### config.mk
export PLATFORM = sky130hd
export DESIGN_NAME = store_merge_unit
export DESIGN_NICKNAME = d
export VERILOG_FILES = /design/src/rtl/store_merge_unit.sv
export SDC_FILE = /design/constraint.sdc
export NUM_CORES = 1
export LEC_CHECK = 0
export CAP_MARGIN = 30
export CORE_UTILIZATION = 45
export DETAILED_ROUTE_END_ITERATION = 8
export HOLD_SLACK_MARGIN = 0.15
export PLACE_DENSITY = 0.89
export SLEW_MARGIN = 20
export SYNTH_ARGS = -nofsm -noshare
export SYNTH_HDL_FRONTEND = slang
export SYNTH_SLANG_ARGS = --single-unit
### constraint.sdc
create_clock -name clk -period 4.31 [get_ports clk]
set_clock_uncertainty 0.2 [all_clocks]
set_input_delay 1.0775 -clock clk [delete_from_list [all_inputs] [get_ports clk]]
set_output_delay 1.0775 -clock clk [all_outputs]
set_load 0.02 [all_outputs]
### src/rtl/store_merge_unit.sv
// store_merge_unit: narrows register data into sb/sh/sw stores, big-endian lane merge.
// Define STORE_ALIGN_CHECK_EN to drop misaligned sh/sw requests with st_err.
module store_merge_unit (
   input  logic        clk,
   input  logic        reset,
   input  logic        st_valid,
   output logic        st_ready,
   input  logic [5:0]  st_opcode,
   input  logic [31:0] st_addr,
   input  logic [31:0] st_data,
   output logic        st_done,
   output logic        st_err,
   output logic        mem_req,
   output logic        mem_we,
   output logic [31:0] mem_addr,
   output logic [31:0] mem_wdata,
   input  logic        mem_ack,
   input  logic [31:0] mem_rdata
);
   localparam logic [5:0] OP_SB = 6'b101000;
   localparam logic [5:0] OP_SH = 6'b101001;
   localparam logic [5:0] OP_SW = 6'b101011;

   typedef enum logic [1:0] {S_IDLE, S_READ, S_WRITE} state_t;

   state_t      r_state;
   state_t      w_next;
   logic        r_is_sh;
   logic [31:0] r_addr;
   logic [15:0] r_data;
   logic [31:0] r_wdata;
   logic        r_done;
   logic        r_err;

   logic        w_accept;
   logic        w_sb;
   logic        w_sh;
   logic        w_sw;
   logic        w_misalign;
   logic        w_drop;
   logic [31:0] w_merged;

   assign w_accept = st_valid && (r_state == S_IDLE);
   assign w_sb     = (st_opcode == OP_SB);
   assign w_sh     = (st_opcode == OP_SH);
   assign w_sw     = (st_opcode == OP_SW);

`ifdef STORE_ALIGN_CHECK_EN
   assign w_misalign = (w_sh && st_addr[0]) ||
                       (w_sw && (st_addr[1:0] != 2'b00));
`else
   assign w_misalign = 1'b0;
`endif

   assign w_drop = !(w_sb || w_sh || w_sw) || w_misalign;

   always_ff @(posedge clk or posedge reset) begin
      if (reset) r_state <= S_IDLE;
      else       r_state <= w_next;
   end

   always_comb begin
      w_next = r_state;
      unique case (r_state)
         S_IDLE: begin
            if (w_accept && !w_drop)
               w_next = w_sw ? S_WRITE : S_READ;
         end
         S_READ: begin
            if (mem_ack) w_next = S_WRITE;
         end
         S_WRITE: begin
            if (mem_ack) w_next = S_IDLE;
         end
         default: w_next = S_IDLE;
      endcase
   end

   // Byte 0 of the word sits in the most significant lane.
   always_comb begin
      w_merged = mem_rdata;
      if (r_is_sh) begin
         if (r_addr[1]) w_merged[15:0]  = r_data;
         else           w_merged[31:16] = r_data;
      end else begin
         case (r_addr[1:0])
            2'd0: w_merged[31:24] = r_data[7:0];
            2'd1: w_merged[23:16] = r_data[7:0];
            2'd2: w_merged[15:8]  = r_data[7:0];
            2'd3: w_merged[7:0]   = r_data[7:0];
         endcase
      end
   end

   always_ff @(posedge clk or posedge reset) begin
      if (reset) begin
         r_is_sh <= 1'b0;
         r_addr  <= '0;
         r_data  <= '0;
         r_wdata <= '0;
         r_done  <= 1'b0;
         r_err   <= 1'b0;
      end else begin
         r_done <= (r_state == S_WRITE) && mem_ack;
         r_err  <= w_accept && w_drop;
         if (w_accept && !w_drop) begin
            r_is_sh <= w_sh;
            r_addr  <= st_addr;
            r_data  <= st_data[15:0];
            if (w_sw) r_wdata <= st_data;
         end
         if ((r_state == S_READ) && mem_ack)
            r_wdata <= w_merged;
      end
   end

   assign st_ready  = (r_state == S_IDLE);
   assign mem_req   = (r_state != S_IDLE);
   assign mem_we    = (r_state == S_WRITE);
   assign mem_addr  = {r_addr[31:2], 2'b00};
   assign mem_wdata = r_wdata;
   assign st_done   = r_done;
   assign st_err    = r_err;

endmodule
==> results of run 1 <==
[layer usage]
metal | vias to the layer above | routed length, um | track usage, %
li1 | 1706 | - | -
met1 | 1883 | 5250 | 30.3
met2 | 193 | 6460 | 42.1
met3 | 25 | 1060 | 5.08
met4 | 0 | 334 | 12.6
met5 | - | 0 | 0
[cell families (layout without fill, tap and decap cells)]
group / after synthesis / count (layout)
mux: 80 / 80
simple gates: 58 / 58
compound gates: 79 / 79
buf+inv: 102 / 232
flops: 85 / 85
other cells: 1 / 2
[flip-flops by register name, indices dropped and copies added, names as in the netlist]
register / count
mem_wdata: 32
r_addr: 32
r_data: 16
r_state: 2
r_is_sh: 1
st_done: 1
st_err: 1
[cell type report]
type | count | area [um2] | area share (%)
Clock buffer | 10 | 138 | 2.16
Clock inverter | 5 | 75.1 | 1.18
Sequential cell | 85 | 2130 | 33.3
Inverter | 36 | 136 | 2.14
Multi-Input combinational cell | 219 | 1930 | 30.2
Timing Repair Buffer | 181 | 1810 | 28.4
Tap cell | 133 | 166 | 2.61
[path summary, 6_finish.rpt]
check	slack [ns]	startpoint	cells past startpoint	endpoint
setup / recovery	1.34	r_state[0]	2	mem_we
hold / removal	0.31	r_addr[4]	1	r_addr[4]
setup reg to reg	2.02	r_addr[1]	4	mem_wdata[9]
hold reg to reg	0.31	r_addr[4]	1	r_addr[4]
max in group asynchronous	2.35	reset	4	mem_wdata[31]
min in group asynchronous	0.80	reset	2	r_addr[2]
[placed cells by master (no fill, tap or decap), types with 3 or more instances in the layout]
cell type,instances
o21ai_0,16
dfrtp_1,85
clkinv_2,4
a211oi_1,16
mux2_2,64
nand2_1,3
clkbuf_8,10
inv_1,35
nand4_1,33
clkdlybuf4s50_1,172
and3b_1,9
o221ai_2,8
o21a_1,8
mux2i_1,16
o221ai_1,24
buf_4,7
a21oi_1,3
[worst max-delay path, cell delays in order (launching register included)]
cell	delay (ns)
dfrtp_1	0.45
nor2b_1	0.23
clkdlybuf4s50_1	0.67
[report_power, final]
part / switching (mW) / internal, mW / total [mW]
Clock: 0.279 / 0.336 / 0.616
Combinational: 0.570 / 0.683 / 1.25
Sequential: 0.201 / 1.02 / 1.22
[stage by stage]
stage | instances | hold WS (ns)
finish | 669 | 0.308
global route | 669 | 0.320
CTS | 668 | 0.310
detailed placement | 653 | 0.292
global placement | 653 | 0.286
floorplan | 406 | 0.273
==> impl_metrics.csv, run 1 <==
group,metric,value,unit
synth,synth_simple_gate_area_share,8.40,%
finish,syn2layout_area_growth,38.8,%
finish,fillers,786,
synth,netlist_area,4600,um2
clocking,cts_tree,"built",
routing,vias,3807,
timing,setup_viol,0,
clocking,post-cts-setup-buffer-count,0,
synth,async_flop_share,100,%
routing,ant_nets,0,
clocking,cts_sinks,85,
global_routing,track_usage,24.9,%
worst_setup_path,cp_max_fo,7,
floorplan,io_pins,175,
synth,yosysWarnings,0,
timing,fin_tns_setup,0,ns
synth,ys_ff_latch,85,
worst_setup_path,start_kind,"flip-flop",
synth,post-synth-top-count-cell,"dfrtp_1",
synth,synth_adder_area_share,0,%
synth,synth.avg_cell_area,11.4,um2
floorplan,core_area,9820,um2
synth,yosysSeqAreaShare,46.2,%
worst_setup_path,crit_arrival,1.69,ns
timing,period_minus_slack,2.97,ns
placed_design,portBuffers,172,
placed_design,place_ws,1.00,ns
synth,muxShareOfSynthArea,19.1,%
synth,synth_edf_count,0,
floorplan,dieWidth,103,um
worst_setup_path,worst_ep_required_time,3.03,ns
worst_setup_path,timing.critical_path.to_type,"output pin",
global_routing,overflow,0,
synth,synth_ff_type,"dfrtp_1",
worst_setup_path,path_class,"flip-flop to output pin",
floorplan,fp-row-count,36,
finish,final_util,65.0,%
clocking,cts.reportedPaths.clkPinSlew,0.08,ns
timing,fmax,337,MHz
finish,design_area,6380,um2
routing,drt_iter0_drc,208,
timing,finalMaxSlewViolations,0,
power,p_leak,2.74,nW
placed_design,hpwlAfterDp,9350,um
finish,antenna_cells,0,
placed_design,place_area,6150,um2
clocking,htree_num_levels,3,
clocking,cts_buffers,9,
finish,layout-drive-gt1-share,19.0,%
clocking,clock_latency,0.35,ns
placed_design,place_congestion,0.849,
run,cap_violations,0,
routing,wirelength,13100,um
timing,hold_viol,0,
run_status,outcome,"complete, no violations",
synth,ys_types,34,
timing,finalCritPeriodShare,68.9,%
synth,synthDominantCellAreaShare,46.2,%
floorplan,dieHeight,103,um
global_routing,antenna_found_initial,0,
clocking,ctsResizeCount,0,
power,peakVddDrop,0.277,mV
power,p_per_area,484,nW/um2
routing,drc,0,
routing,routed_via_density,5.69,
timing,fin_ws,1.34,ns
synth,synth_compound_area_share,14.1,%
timing,rsz0062_at_grt,"no",
finish,nets,638,
synth,yosys-top-cells-area,"dfrtp_1, mux2_2, buf_4, o221ai_1, nand4_1",
synth,syn_inst,405,
synth,synthXorXnorAreaFrac,0,%
synth,synthTopCellsByCount,"dfrtp_1, mux2_2, inv_1",
clocking,clock_path_buffers,2,
floorplan,die-area,10600,um2
clocking,cts_root_buf,"clkbuf_8",
routing,avgRoutedWirePerCell,19.6,um
power,total_power,3.09,mW
timing,slew_headroom,47.5,%
global_routing,grt_pass1_vias,3840,
global_routing,grt_max_degree,48,
global_routing,grt_pass1_wl,19600,um
synth,synth_top_family_by_area,"multiplexers",
clocking,postCtsHoldBufs,0,
timing,worst_pin_slew,0.785,ns
worst_hold_path,hp-class,"flip-flop to flip-flop",
synth,synth.largest_area_cell,"dfrtp_1",
floorplan,start_util,46.9,%
routing,drt-pass1-iter-count,5,
Power figures use the tool's default switching activity.
==> run 2: changes to the inputs <==
clock period = 3.1 ns   (was 4.31 ns; I/O delays follow)
==> impl_metrics.csv, run 2 (synthesized netlist as in run 1, its figures left out) <==
group,metric,value,unit
run_status,outcome,"complete, no violations",
finish,layout_commonest_cell,"clkdlybuf4s50_1",
clocking,postCtsHoldBufs,0,
worst_setup_path,crit_arrival,1.70,ns
finish,syn2layout_area_growth,38.3,%
clocking,cts_root_buf,"clkbuf_8",
finish,layout-drive-gt1-share,18.7,%
floorplan,start_util,46.9,%
worst_setup_path,start_kind,"flip-flop",
floorplan,fp-row-count,36,
placed_design,portBuffers,172,
timing,slew_headroom,40.5,%
placed_design,hpwlAfterDp,9300,um
global_routing,track_usage,25.5,%
power,p_leak,2.73,nW
global_routing,grt_pass1_vias,3858,
timing,rsz0062_at_grt,"no",
routing,drt_iter0_drc,230,
finish,fin_cells,672,
floorplan,dieWidth,103,um
global_routing,antenna_found_initial,0,
worst_setup_path,worst-path-buf-inv,1,
global_routing,grt_max_degree,86,
timing,fin_tns_setup,0,ns
timing,finalMaxSlewViolations,0,
clocking,post-cts-setup-buffer-count,0,
power,peakVddDrop,0.292,mV
routing,avgRoutedWirePerCell,19.8,um
timing,hold_ws,0.307,ns
worst_setup_path,cp_max_fo,6,
routing,drt-pass1-iter-count,5,
worst_hold_path,hp-class,"flip-flop to flip-flop",
clocking,cts_buffers,9,
finish,fillers,777,
timing,fmax,373,MHz
worst_setup_path,max_stage_delay,0.66,ns
timing,hold_viol,0,
routing,wirelength,13300,um
routing,drc,0,
worst_setup_path,critPathTopFamily,"buffers and inverters",
clocking,cts_tree,"built",
clocking,clock_path_buffers,2,
timing,worst_pin_slew,0.892,ns
placed_design,dp.cells,656,
power,total_power,4.21,mW
floorplan,core_area,9820,um2
floorplan,io_pins,175,
clocking,ctsResizeCount,0,
run,cap_violations,0,
finish,nets,640,
clocking,htree_num_levels,3,
routing,routed_via_density,5.71,
finish,final_util,64.8,%
timing,period_minus_slack,2.68,ns
worst_setup_path,path_class,"flip-flop to output pin",
global_routing,grt_pass1_wl,20200,um
clocking,clock_latency,0.35,ns
finish,antenna_cells,0,
clocking,cts_sinks,85,
worst_setup_path,path_cells,"nor2b_1 > clkdlybuf4s50_1",
worst_setup_path,timing.critical_path.to_type,"output pin",
clocking,cts.reportedPaths.clkPinSlew,0.08,ns
power,p_per_area,662,nW/um2
finish,final_cell_mix,"clkdlybuf4s50_1, dfrtp_1, mux2_2",
routing,vias,3838,
global_routing,overflow,0,
worst_setup_path,worst_ep_required_time,2.12,ns
floorplan,dieHeight,103,um
floorplan,die-area,10600,um2
routing,ant_nets,0,
worst_setup_path,critPathSlowestCell,"clkdlybuf4s50_1",
timing,setup_viol,0,
placed_design,place_congestion,0.906,
timing,finalCritPeriodShare,86.4,%
[run 2: changes by cell type in the layout (fill, tap and decap cells not counted), sizes merged]
cell      delta
clkbuf       +6
bufinv       -2
clkinv       -4
clkinvlp     +1
buf          +2
[run 2: report_power, final]
group	internal (mW)	switching, mW	total (mW)
logic	0.950	0.791	1.74
registers	1.42	0.290	1.71
clock network	0.381	0.379	0.761
[run 2: final cells by class]
class / count / area (um2) / area share [%]
flip-flops and latches: 85 / 2130 / 33.4
clock buffers: 16 / 190 / 2.99
well taps: 133 / 166 / 2.62
multi-input cells: 219 / 1920 / 30.2
repair buffers: 183 / 1820 / 28.6
inverters: 36 / 139 / 2.18
[run 2: path summary, 6_finish.rpt]
check	start	end	slack (ns)	cells past startpoint
max	r_state[1]	mem_we	0.42	2
min	r_addr[5]	r_addr[5]	0.31	1
max reg2reg	r_addr[1]	mem_wdata[25]	0.81	4
min reg2reg	r_addr[5]	r_addr[5]	0.31	1
max in group asynchronous	reset	mem_wdata[26]	1.65	3
min in group asynchronous	reset	mem_wdata[21]	0.72	3
[run 2: through the flow]
stage / area (um2) / worst slack, ns
global route: 6360 / 0.331
floorplan: 4610 / 0.938
detailed placement: 6170 / 0.376
global placement: 6170 / 0.422
CTS: 6360 / 0.395
finish: 6360 / 0.421
[run 2: metal layers]
metal | global-route usage (%) | wire length (um) | part of all wire, %
met5 | 0 | 0 | 0
met4 | 12.1 | 328 | 2.5
met3 | 4.34 | 1260 | 9.5
met2 | 42.7 | 6370 | 48
met1 | 32.1 | 5360 | 40
